### config.mk
export PLATFORM = sky130hd
export DESIGN_NAME = hazard_ctrl
export DESIGN_NICKNAME = d
export VERILOG_FILES = /design/src/rtl/hazard_ctrl_pkg.sv /design/src/rtl/hazard_ctrl.sv
export SDC_FILE = /design/constraint.sdc
export NUM_CORES = 1
export LEC_CHECK = 0
export BUFFER_PORTS_ARGS = -buffer_cell sky130_fd_sc_hd__buf_2
export CAP_MARGIN = 40
export CORE_MARGIN = 5
export CORE_UTILIZATION = 35
export DETAILED_ROUTE_END_ITERATION = 12
export GPL_TIMING_DRIVEN = 0
export SKIP_LAST_GASP = 1
export SYNTH_ARGS = -nofsm -noshare
export SYNTH_HDL_FRONTEND = slang
export SYNTH_SLANG_ARGS = --single-unit
### constraint.sdc
create_clock -name clk -period 2.15 [get_ports clk]
set_input_delay 0.215 -clock clk [delete_from_list [all_inputs] [get_ports clk]]
set_output_delay 0.215 -clock clk [all_outputs]
set_load 0.03 [all_outputs]
### src/rtl/hazard_ctrl_pkg.sv
// Shared core definitions for the hazard/stall controller: default register
// index width and the controller state encoding.
package hazard_ctrl_pkg;

  localparam int unsigned RW_DEFAULT = 3;

  typedef enum logic [1:0] {
    ST_RUN        = 2'd0,
    ST_MEM_WAIT   = 2'd1,
    ST_HALT_DRAIN = 2'd2,
    ST_HALTED     = 2'd3
  } hz_state_e;

endpackage

### src/rtl/hazard_ctrl.sv
// Pipeline hazard and stall controller: load-use bubbles, branch flushes,
// data-cache wait freezes, HALT drain and a saturating stall counter.
module hazard_ctrl
  import hazard_ctrl_pkg::*;
#(
  parameter int unsigned RW    = RW_DEFAULT,
  parameter int unsigned CNT_W = 16,
  parameter int unsigned DRAIN = 2
) (
  input  logic             clk,
  input  logic             rst,
  input  logic [RW-1:0]    read_reg1,
  input  logic [RW-1:0]    read_reg2,
  input  logic             rd1_used,
  input  logic             rd2_used,
  input  logic [RW-1:0]    w1_reg_ID_EX,
  input  logic             reg_en_ID_EX,
  input  logic             mem_en_ID_EX,
  input  logic             mem_wr_ID_EX,
  input  logic             halt_ID_EX,
  input  logic             branch_taken,
  input  logic             mem_req,
  input  logic             mem_done,
  output logic             pc_en,
  output logic             if_id_en,
  output logic             if_id_flush,
  output logic             id_ex_bubble,
  output logic             pipe_freeze,
  output logic             halted,
  output logic [CNT_W-1:0] stall_cnt
);

  localparam int unsigned DW = (DRAIN < 1) ? 1 : $clog2(DRAIN + 1);

  hz_state_e        state_q, state_d;
  logic             flush_pend_q, flush_pend_d;
  logic             wait_q, wait_d;
  logic [DW-1:0]    drain_q, drain_d, drain_dec;
  logic [CNT_W-1:0] stall_q, stall_d;

  logic hit1, hit2, lu, miss;
  logic pc_en_c, if_id_en_c, if_id_flush_c, id_ex_bubble_c, pipe_freeze_c;

  assign hit1      = rd1_used && (read_reg1 == w1_reg_ID_EX);
  assign hit2      = rd2_used && (read_reg2 == w1_reg_ID_EX);
  assign lu        = mem_en_ID_EX & ~mem_wr_ID_EX & reg_en_ID_EX & (hit1 | hit2);
  assign miss      = mem_req & ~mem_done;
  assign drain_dec = (drain_q == '0) ? '0 : drain_q - 1'b1;

  always_comb begin
    state_d        = state_q;
    flush_pend_d   = flush_pend_q;
    wait_d         = wait_q;
    drain_d        = drain_q;
    pc_en_c        = 1'b1;
    if_id_en_c     = 1'b1;
    if_id_flush_c  = 1'b0;
    id_ex_bubble_c = 1'b0;
    pipe_freeze_c  = 1'b0;

    case (state_q)
      ST_RUN: begin
        if (miss) begin
          // Wait outranks the flush: a branch on the entry cycle is deferred to the exit cycle.
          state_d        = ST_MEM_WAIT;
          flush_pend_d   = branch_taken;
          pc_en_c        = ~lu;
          if_id_en_c     = ~lu;
          id_ex_bubble_c = lu;
        end else begin
          pc_en_c        = ~lu | branch_taken;
          if_id_en_c     = ~lu | branch_taken;
          if_id_flush_c  = branch_taken;
          id_ex_bubble_c = lu | branch_taken;
          if (halt_ID_EX && !branch_taken) begin
            state_d = ST_HALT_DRAIN;
            drain_d = DW'(DRAIN);
            wait_d  = 1'b0;
          end
        end
      end

      ST_MEM_WAIT: begin
        pipe_freeze_c = 1'b1;
        pc_en_c       = 1'b0;
        if_id_en_c    = 1'b0;
        if (mem_done) begin
          state_d        = ST_RUN;
          if_id_flush_c  = flush_pend_q;
          id_ex_bubble_c = flush_pend_q;
          flush_pend_d   = 1'b0;
        end
      end

      ST_HALT_DRAIN: begin
        pc_en_c    = 1'b0;
        if_id_en_c = 1'b0;
        // Drain count holds while a cache wait is outstanding inside the drain.
        if (wait_q) begin
          pipe_freeze_c = 1'b1;
          if (mem_done) begin
            wait_d = 1'b0;
            if (drain_q == '0) state_d = ST_HALTED;
          end
        end else begin
          id_ex_bubble_c = 1'b1;
          drain_d        = drain_dec;
          if (miss) wait_d = 1'b1;
          else if (drain_dec == '0) state_d = ST_HALTED;
        end
      end

      ST_HALTED: begin
        pc_en_c       = 1'b0;
        if_id_en_c    = 1'b0;
        pipe_freeze_c = 1'b1;
      end

      default: state_d = ST_RUN;
    endcase

    stall_d = stall_q;
    if (!pc_en_c && (state_q != ST_HALTED) && (stall_q != '1)) stall_d = stall_q + 1'b1;
  end

  always_ff @(posedge clk or negedge rst) begin
    if (!rst) begin
      state_q      <= ST_RUN;
      flush_pend_q <= 1'b0;
      wait_q       <= 1'b0;
      drain_q      <= '0;
      stall_q      <= '0;
    end else begin
      state_q      <= state_d;
      flush_pend_q <= flush_pend_d;
      wait_q       <= wait_d;
      drain_q      <= drain_d;
      stall_q      <= stall_d;
    end
  end

  assign pc_en        = rst ? pc_en_c        : 1'b1;
  assign if_id_en     = rst ? if_id_en_c     : 1'b1;
  assign if_id_flush  = rst ? if_id_flush_c  : 1'b0;
  assign id_ex_bubble = rst ? id_ex_bubble_c : 1'b0;
  assign pipe_freeze  = rst ? pipe_freeze_c  : 1'b0;
  assign halted       = (state_q == ST_HALTED);
  assign stall_cnt    = stall_q;

endmodule

-- Word level (Yosys, flattened, before mapping)
Cells that the tools add are included.
- bits in registers: 22
- latch bits: 0
- RAM bits: 0
- ROM bits: 0
- bits of input ports: 20
- output and inout bits: 22
- word-level logic and storage cells: 89
- memories: 0
- add/sub/neg operators: 2
- multiply operators: 0
- divide/modulo/power cells: 0
- magnitude comparators: 0
- equality and inequality tests: 17
- shifts and indexed selects: 0
- multiplexer cells: 36
- bitwise operators: 10
- reductions and logical operators: 19
- operator list (kind ; count):
    $mux 2 ; 11
    $mux 1 ; 17
    $add 16x1->16 const B ; 1
    $ne 16x16->1 const B ; 1
    $ne 3x3->1 const B ; 5
    $ne 2x2->1 const B ; 6
    $pmux 1 s2 ; 5
    $reduce_and 7->1 ; 1
    $eq 3x3->1 ; 2
    $logic_not 2->1 ; 3
    $pmux 2 s3 ; 1
    $reduce_and 3->1 ; 2
    $logic_and 1x1->1 ; 5
    $and 1x1->1 ; 4
    $eq 2x2->1 const B ; 2
    $pmux 2 s2 ; 1
    $reduce_and 4->1 ; 1
    $reduce_bool 2->1 ; 2
    $not 1->1 ; 3
    $or 1x1->1 ; 3
    $pmux 1 s3 ; 1
    $reduce_bool 3->1 ; 1
    $reduce_or 3->1 ; 1
    $eq 2x1->1 const B ; 1
    3 further kinds ; 4

-- Depth between registers and ports, before layout
Gate-level depths: netlist of the first run.
- word-level depth: 11
- mapped depth: 8
- gate-level depth less buffers: 8

-- Worst setup path before layout of the first run
No wires, ideal clock.
- path type: reg2out
- start point: reg state_q[0]
- end point: out pc_en
- arrival time: 1.861 ns
- required time: 1.935 ns
- path slack: 0.074 ns
- stages on the path, launching flop included: 6
- buffers on the path: 1
- path through: dfrtp_1 -> inv_1 -> ha_1 -> inv_1 -> o21ai_0 -> buf_4
- word-level cells in the longest chain between the ends: 4
- elaborated cells between the ends (all ways): 7
- those cells by class: eq/ne (3); mux (2); reduce/logical (2)
- RTL lines (element ; RTL line ; text):
    start, declared ; hazard_ctrl.sv:35 ; hz_state_e state_q, state_d;
    start signal, assigned ; hazard_ctrl.sv:134 ; state_q <= state_d;
    $eq 2x2->1 or $eq 2x1->1 (tied branches) ; -- ;
    $reduce_or 3->1 (no source line) ; -- ;
    $pmux 1 s2 * ; -- ;
    $mux 1 * ; -- ;
    end, declared ; hazard_ctrl.sv:24 ; output logic pc_en,
Every way passes the cells marked *; elsewhere a longest branch is shown, timed or not.

-- Final worst setup path of the first run
- start point: reg state_q[0]
- end point: out pc_en
- word-level cells in the longest chain between the ends: 4
- elaborated cells between the ends (all ways): 7
- those cells by class: eq/ne (3); mux (2); reduce/logical (2)
- RTL lines (element ; RTL line ; text):
    $eq 2x2->1 or $eq 2x1->1 (tied branches) ; hazard_ctrl.sv:61 ; case (state_q)
    $reduce_or 3->1 (no source line) ; -- ;
    $pmux 1 s2 * ; hazard_ctrl.sv:61 ;
    $mux 1 * ; hazard_ctrl.sv:142 ; assign pc_en = rst ? pc_en_c : 1'b1;
Marked as above.

==> out/qor.json, run 1 <==
{
  "outcome": {"value": "finished, final reports clean"},
  "min_period": {"value": 1.99, "unit": "ns"},
  "synth_area": {"value": 1320, "unit": "µm²"},
  "unrepaired_setup_endpoints_after_global_routing": {"value": "true"},
  "clk_root_buffer_cell": {"value": "clkbuf_8"},
  "critical-path-top-cell-by-count": {"value": "inv_1"},
  "worst_path_largest_cell_delay": {"value": 0.41, "unit": "ns"},
  "timing.final.max_slew_violations": {"value": 0},
  "post_synth_edffs": {"value": 0},
  "ys.warnings.count": {"value": 0},
  "seq_area_frac_synth": {"value": 41.8, "unit": "%"},
  "drt-pass1-iter-count": {"value": 4},
  "worst_skew_pair.late_latency": {"value": 0.26, "unit": "ns"},
  "final_area": {"value": 1660, "unit": "µm²"},
  "global_route_wire_length_before_repair": {"value": 5.25, "unit": "mm"},
  "setup_violations": {"value": 0},
  "worst_slew_margin_rel": {"value": 67.1, "unit": "%"},
  "antenna_left": {"value": 0},
  "io_buffers": {"value": 41},
  "tightestPinTransition": {"value": 0.494, "unit": "ns"},
  "first_global_vias": {"value": 1202},
  "dominantRegCellSynth": {"value": "dfrtp_1"},
  "classification_of_the_worst_setup_path": {"value": "reg2out"},
  "grt_antenna_before_repair": {"value": 0},
  "preCtsSetupSlack": {"value": 0.219, "unit": "ns"},
  "cts_post_setup_buffers_inserted": {"value": 0},
  "max_cap_violations": {"value": 0},
  "avgSynthCellArea": {"value": 9.82, "unit": "µm²"},
  "drive_gt1_share": {"value": 29.6, "unit": "%"},
  "synth-seq-cells": {"value": 22},
  "fmax": {"value": 504, "unit": "MHz"},
  "die-height": {"value": 71.3, "unit": "µm"},
  "hold_path.class": {"value": "in2reg"},
  "deepest_level_of_the_cts_h_tree": {"value": 1},
  "dieWidth": {"value": 71.3, "unit": "µm"},
  "arrival_time_of_the_worst_setup_path": {"value": 1.77, "unit": "ns"},
  "drc": {"value": 0},
  "post_dp_cell_area": {"value": 1580, "unit": "µm²"},
  "slowest_stage_cell_crit_path": {"value": "dfrtp_1"},
  "count_of_cell_types_in_the_netlist": {"value": 36},
  "postSynthNetCount": {"value": 159},
  "critPathLaunchType": {"value": "flop"},
  "grtUsageTotal": {"value": 12.2, "unit": "%"},
  "timing_hold_violations_final": {"value": 0},
  "core_area": {"value": 3660, "unit": "µm²"},
  "cp_cell_sequence": {"value": "inv_1 > ha_1 > inv_1 > o21ai_0 > buf_4 > buf_2"},
  "die_area": {"value": 5090, "unit": "µm²"},
  "tritoncts": {"value": "yes"},
  "routed_wirelength": {"value": 2.96, "unit": "mm"},
  "num-nets-final": {"value": 205},
  "ir_drop": {"value": 0.713, "unit": "mV"},
  "grt_overflow": {"value": 0},
  "cp_max_fo": {"value": 6},
  "drt_first_iter_violations": {"value": 59},
  "setup_slack": {"value": 0.164, "unit": "ns"},
  "tritoncts_num_sinks": {"value": 22},
  "cts_made_buffers": {"value": 3},
  "initial_utilization": {"value": 36.0, "unit": "%"},
  "detailed_place_hpwl": {"value": 2.31, "unit": "mm"},
  "max-clock-path-buffers": {"value": 2},
  "vias_per_cell": {"value": 5.05},
  "fin_skew": {"value": 0.00296, "unit": "ns"},
  "postSynth.asyncResetShare": {"value": 100, "unit": "%"},
  "vias": {"value": 1146},
  "globalplace.congestion": {"value": 0.750},
  "layout_worst_path_cycle_share": {"value": 92.4, "unit": "%"},
  "worst_path_clk_slew": {"value": 0.08, "unit": "ns"},
  "power.static_leakage": {"value": 0.791, "unit": "nW"},
  "pin_count_of_the_biggest_net_entering_global_routing": {"value": 27},
  "placementRows": {"value": 22},
  "power.density_cell_area": {"value": 1240, "unit": "nW/µm²"},
  "post_synth_inst_count": {"value": 134},
  "top_level_ports": {"value": 42},
  "worstSetupEndpointType": {"value": "primary output"},
  "areaGrowthSynthToFinish": {"value": 26.2, "unit": "%"},
  "drt-wirelength-per-cell": {"value": 13.0, "unit": "µm"},
  "timing.critical_path.required": {"value": 1.93, "unit": "ns"},
  "antenna_diode_count": {"value": 0}
}
-- logic make-up (layout without fill, tap and decap cells) --
kind of cell,Yosys count,after routing,synth area share [%]
compound gates,22,22,11.4
fa+ha+maj,5,5,4.75
mux,4,4,3.14
flops,22,22,41.8
buf+inv,11,56,4.09
xor+xnor,21,21,14.0
simple gates,49,49,20.8
-- metrics by stage --
step                setup TNS, ns  cells  hold slack, ns  utilization, %  power [W]
finish                          0    227           0.233            45.4    0.00207
global route             -0.00536    227           0.260            45.4    0.00223
CTS                             0    228           0.230            45.4    0.00209
detailed placement              0    223           0.238            43.2    0.00170
global placement                0    223           0.232            43.2    0.00166
floorplan                       0    134         -0.0806               -    0.00142
-- final timing paths --
path                          startpoint       endpoint  slack (ns)  cells past startpoint
setup / recovery              state_q[0]          pc_en        0.16                      6
hold / removal              branch_taken   flush_pend_q        0.23                      3
setup reg to reg            stall_cnt[0]  stall_cnt[13]        0.23                      8
hold reg to reg            stall_cnt[10]  stall_cnt[10]        0.49                      1
max in group asynchronous            rst   stall_cnt[9]        1.47                      2
min in group asynchronous            rst   flush_pend_q        0.42                      2
-- critical path: cells and delay by family (launching register included) --
family | cells | cell delay [ns]
flops | 1 | 0.41
fa+ha+maj | 1 | 0.27
compound gates | 1 | 0.25
buf+inv | 4 | 0.58
-- what timing repair did --
item | 4_1_cts | 5_1_grt
hold buffers | 1 | 0
endpoints found under the setup margin | 0 | 2
resized for setup | 0 | 1
hold endpoints to repair | 22 | 0
-- routing by layer --
| metal | part of all wire (%) | up-vias | GRT usage [%] |
|---|---|---|---|
| li1 | - | 567 | - |
| met1 | 44 | 556 | 14.8 |
| met2 | 50 | 23 | 21.5 |
| met3 | 5.9 | 0 | 3.51 |
| met4 | 0 | 0 | 2.30 |
| met5 | 0 | - | 0 |
-- cell usage after synthesis (2+ instances only) --
master    instances  share of area [%]
nand3_1           9                3.4
nor3_1            3                1.1
inv_1             7                2.0
o21ai_0           2               0.76
xnor2_1          19                 13
a211o_1           2                1.3
ha_1              5                4.8
nor2_1            7                2.0
o22ai_1           2               0.95
a21oi_1           7                2.7
dfrtp_1          22                 42
nand2b_1          2               0.95
a221oi_1          2                1.3
and3_1            3                1.4
nand2_1           8                2.3
nor3b_1           2                1.1
nand4_1           8                3.8
xor2_1            2                1.3
mux2i_1           3                2.3
a22o_1            2                1.3
a21boi_0          2                1.1
-- power breakdown --
| group | internal (W) | switching [W] |
|---|---|---|
| registers | 0.000529 | 0.000118 |
| logic | 0.000402 | 0.000629 |
| clock network | 0.000249 | 0.000139 |
-- area by class of cell --
class / instances / area, µm²
Fill cell: 365 / 2000
Clock inverter: 1 / 30.0
Timing Repair Buffer: 42 / 218
Inverter: 7 / 26.3
Clock buffer: 3 / 41.3
Tap cell: 48 / 60.1
Sequential cell: 22 / 551
Multi-Input combinational cell: 101 / 712
Buffer: 3 / 23.8
-- state kept, by name, summed over array words and instances, names as in the netlist --
signal        cells
wait_q            1
stall_cnt        16
flush_pend_q      1
state_q           2
drain_q           2
-- placed cells by master, fill, tap and decap left out, drive strengths merged, types with 3 or more instances in the layout --
cell    instances
buf            43
dfrtp          22
xnor2          19
nand3           9
nand4           8
nand2           8
a21oi           8
inv             7
nor2            7
ha              5
clkbuf          4
and3            3
nor3            3
mux2i           3
nand2b          3
Note: power is estimated with default switching activity, not from simulation.
==> run 2, diff against run 1 <==
--- a/config.mk
+++ b/config.mk
@@ -13,2 +13,3 @@
 export GPL_TIMING_DRIVEN = 0
+export MAX_ROUTING_LAYER = met4
 export SKIP_LAST_GASP = 1
==> constraint.sdc (replaced) <==
create_clock -name clk -period 2.15 [get_ports clk]
set_input_delay 0.3225 -clock clk [delete_from_list [all_inputs] [get_ports clk]]
set_output_delay 0.3225 -clock clk [all_outputs]
set_load 0.03 [all_outputs]
==> run 2 against run 1 <==
Against the previous run: via count grew 1.2%; clock skew increased by 0.0015 ns; worst hold slack lost 0.20 ns.
==> out/qor.json, run 2 (synthesis results as in run 1) <==
{
  "numPlacedInstances": {"value": 223, "change": "unchanged"},
  "tritoncts_num_sinks": {"value": 22, "change": "unchanged"},
  "ir_drop": {"value": 0.716, "unit": "mV", "change": "+0.41%"},
  "critPathLaunchType": {"value": "flop"},
  "power.static_leakage": {"value": 0.781, "unit": "nW", "change": "-1.2%"},
  "antenna_diode_count": {"value": 0, "change": "unchanged"},
  "regToRegSetupSlack": {"value": 0.18, "unit": "ns", "change": "-0.05 ns"},
  "worst_skew_pair.late_latency": {"value": 0.27, "unit": "ns", "change": "about the same"},
  "detail_route.wirelength.met1": {"value": 1.28, "unit": "mm", "change": "-1.6%"},
  "layout_worst_path_cycle_share": {"value": 93.2, "unit": "%", "change": "+0.88 points"},
  "worst_path_largest_cell_delay": {"value": 0.42, "unit": "ns", "change": "about the same"},
  "drt-pass1-iter-count": {"value": 4, "change": "unchanged"},
  "vias_per_cell": {"value": 5.13, "change": "+1.7%"},
  "reg2reg_to": {"value": "stall_cnt[8]"},
  "clk_root_buffer_cell": {"value": "clkbuf_8"},
  "tritoncts": {"value": "yes"},
  "unrepaired_setup_endpoints_after_global_routing": {"value": "false"},
  "tightestPinTransition": {"value": 0.556, "unit": "ns", "change": "+0.0620 ns"},
  "num-nets-final": {"value": 204, "change": "-0.49%"},
  "mostFrequentLayoutCells": {"value": "41 x buf_2, 22 x dfrtp_1, 19 x xnor2_1"},
  "max_cap_violations": {"value": 0, "change": "unchanged"},
  "die_area": {"value": 5090, "unit": "µm²", "change": "unchanged"},
  "worst-path-stages": {"value": 7, "change": "+1"},
  "worst_slew_margin_rel": {"value": 63.0, "unit": "%", "change": "-4.1 points"},
  "antenna_left": {"value": 0, "change": "unchanged"},
  "outcome": {"value": "finished, final reports clean"},
  "worst_path_clk_slew": {"value": 0.08, "unit": "ns", "change": "about the same"},
  "setup_total_negative_slack": {"value": 0, "unit": "ns", "change": "unchanged"},
  "timing.critical_path.required": {"value": 1.83, "unit": "ns", "change": "-0.10 ns"},
  "vias": {"value": 1160, "change": "+1.2%"},
  "core_area": {"value": 3660, "unit": "µm²", "change": "unchanged"},
  "arrival_time_of_the_worst_setup_path": {"value": 1.68, "unit": "ns", "change": "-0.09 ns"},
  "placementRows": {"value": 22, "change": "unchanged"},
  "io_buffers": {"value": 41, "change": "unchanged"},
  "timing_hold_violations_final": {"value": 0, "change": "unchanged"},
  "layout.filler_cells": {"value": 373, "change": "+2.2%"},
  "cts_made_buffers": {"value": 3, "change": "unchanged"},
  "ctsHoldBuffers": {"value": 0, "change": "-1"},
  "die-height": {"value": 71.3, "unit": "µm", "change": "unchanged"},
  "cp_max_fo": {"value": 6, "change": "unchanged"},
  "leading_cell_type_in_the_layout_fill_and_taps_excluded": {"value": "buf_2"},
  "largest_register_ffs": {"value": 16, "change": "unchanged"},
  "globalplace.congestion": {"value": 0.749, "change": "about the same"},
  "cts_post_setup_buffers_inserted": {"value": 0, "change": "unchanged"},
  "cp_cell_sequence": {"value": "inv_1 > ha_2 > nand3_1 > nand2_1 > a221oi_1 > nor3b_1 > buf_4"},
  "initial_utilization": {"value": 36.0, "unit": "%", "change": "unchanged"},
  "final_cell_count_no_fill": {"value": 226, "change": "-0.44%"},
  "timing.critical_path.to": {"value": "id_ex_bubble"},
  "drt-wirelength-per-cell": {"value": 13.7, "unit": "µm", "change": "+5.0%"},
  "setup_violations": {"value": 0, "change": "unchanged"},
  "drc": {"value": 0, "change": "unchanged"},
  "deepest_level_of_the_cts_h_tree": {"value": 1, "change": "unchanged"},
  "cp-startpoint": {"value": "state_q[1]"},
  "grt_overflow": {"value": 0, "change": "unchanged"},
  "power.density_cell_area": {"value": 1260, "unit": "nW/µm²", "change": "+1.3%"},
  "global_route_wire_length_before_repair": {"value": 5.53, "unit": "mm", "change": "+5.4%"},
  "cts_repair_resize_count": {"value": 0, "change": "unchanged"},
  "first_global_vias": {"value": 1216, "change": "+1.2%"},
  "slowest_stage_cell_crit_path": {"value": "dfrtp_1"},
  "areaGrowthSynthToFinish": {"value": 26.0, "unit": "%"},
  "pin_count_of_the_biggest_net_entering_global_routing": {"value": 27, "change": "unchanged"},
  "hold_path.class": {"value": "in2async"},
  "timing.final.max_slew_violations": {"value": 0, "change": "unchanged"},
  "max-clock-path-buffers": {"value": 2, "change": "unchanged"},
  "min_period": {"value": 2.00, "unit": "ns", "change": "+0.0189 ns"},
  "fin_skew": {"value": 0.00445, "unit": "ns", "change": "+0.00149 ns"},
  "critical_path_buf_inv_count": {"value": 2, "change": "-2"},
  "fin_worst_hold_slack": {"value": 0.0351, "unit": "ns", "change": "-0.198 ns"},
  "wl_met3": {"value": 192, "unit": "µm", "change": "+10%"},
  "classification_of_the_worst_setup_path": {"value": "reg2out"},
  "wl_met2": {"value": 1.57, "unit": "mm", "change": "+5.7%"},
  "dr.max_layer_used": {"value": "met4"},
  "detailed_place_hpwl": {"value": 2.38, "unit": "mm", "change": "+3.4%"},
  "r2r.worst_path.cells": {"value": 8, "change": "unchanged"},
  "top_level_ports": {"value": 42, "change": "unchanged"},
  "drt_first_iter_violations": {"value": 52, "change": "-12%"},
  "dieWidth": {"value": 71.3, "unit": "µm", "change": "unchanged"},
  "fmax": {"value": 499, "unit": "MHz", "change": "-0.94%"},
  "grt_antenna_before_repair": {"value": 0, "change": "unchanged"},
  "drive_gt1_share": {"value": 31.5, "unit": "%", "change": "+1.9 points"},
  "worstSetupEndpointType": {"value": "primary output"},
  "grtUsageTotal": {"value": 13.9, "unit": "%", "change": "+1.7 points"},
  "routed_wirelength": {"value": 3.09, "unit": "mm", "change": "+4.6%"},
  "rr_startpoint": {"value": "stall_cnt[0]"},
  "cell_family_contributing_the_most_delay_on_the_critical_path": {"value": "flip-flops"}
}
-- run 2: report_power, final --
part           switching [W]  internal (W)  leakage (nW)
Combinational       0.000630      0.000415         0.460
Clock               0.000144      0.000249        0.0357
Sequential          0.000123      0.000529         0.286
-- run 2: routing by layer --
layer / GRT usage [%] / vias up
met5: - / -
met4: 6.68 / 0
met3: 3.51 / 5
met2: 23.6 / 27
met1: 15.1 / 565
li1: - / 563
-- run 2: per-stage QoR --
step	util [%]	cell area (µm²)	worst slack [ns]	power, W
5_1_grt	45.3	1660	0.000467	0.00227
2_1_floorplan	-	1320	0.107	0.00142
4_1_cts	45.0	1650	0.0824	0.00210
3_5_place_dp	43.2	1580	0.133	0.00170
6_report	45.3	1660	0.145	0.00209
3_3_place_gp	43.2	1580	0.163	0.00166
-- run 2: how the worst min path moves through the flow --
stage,cells after the start,slack (ns),end
final,1,0.04,stall_cnt[8]
after global routing,1,0.09,wait_q
after CTS,1,0.05,state_q[1]
after detailed placement,1,0.35,flush_pend_q
after global placement,1,0.34,flush_pend_q
after floorplan,0,0.03,drain_q[0]
-- run 2: layout make-up --
| class | instances | area (µm²) | area share [%] |
|---|---|---|---|
| Buffer | 3 | 23.8 | 1.43 |
| Timing Repair Buffer | 41 | 208 | 12.5 |
| Sequential cell | 22 | 551 | 33.2 |
| Clock inverter | 1 | 30.0 | 1.81 |
| Inverter | 7 | 26.3 | 1.58 |
| Tap cell | 48 | 60.1 | 3.62 |
| Multi-Input combinational cell | 101 | 719 | 43.4 |
| Clock buffer | 3 | 41.3 | 2.49 |
-- run 2: worst reg2reg max path: cells and delay by family (launching register included) --
| kind | cells | cell delay, ns |
|---|---|---|
| fa+ha+maj | 1 | 0.21 |
| compound gates | 1 | 0.23 |
| xor+xnor | 1 | 0.12 |
| flops | 1 | 0.44 |
| simple gates | 4 | 0.70 |
| buf+inv | 1 | 0.20 |
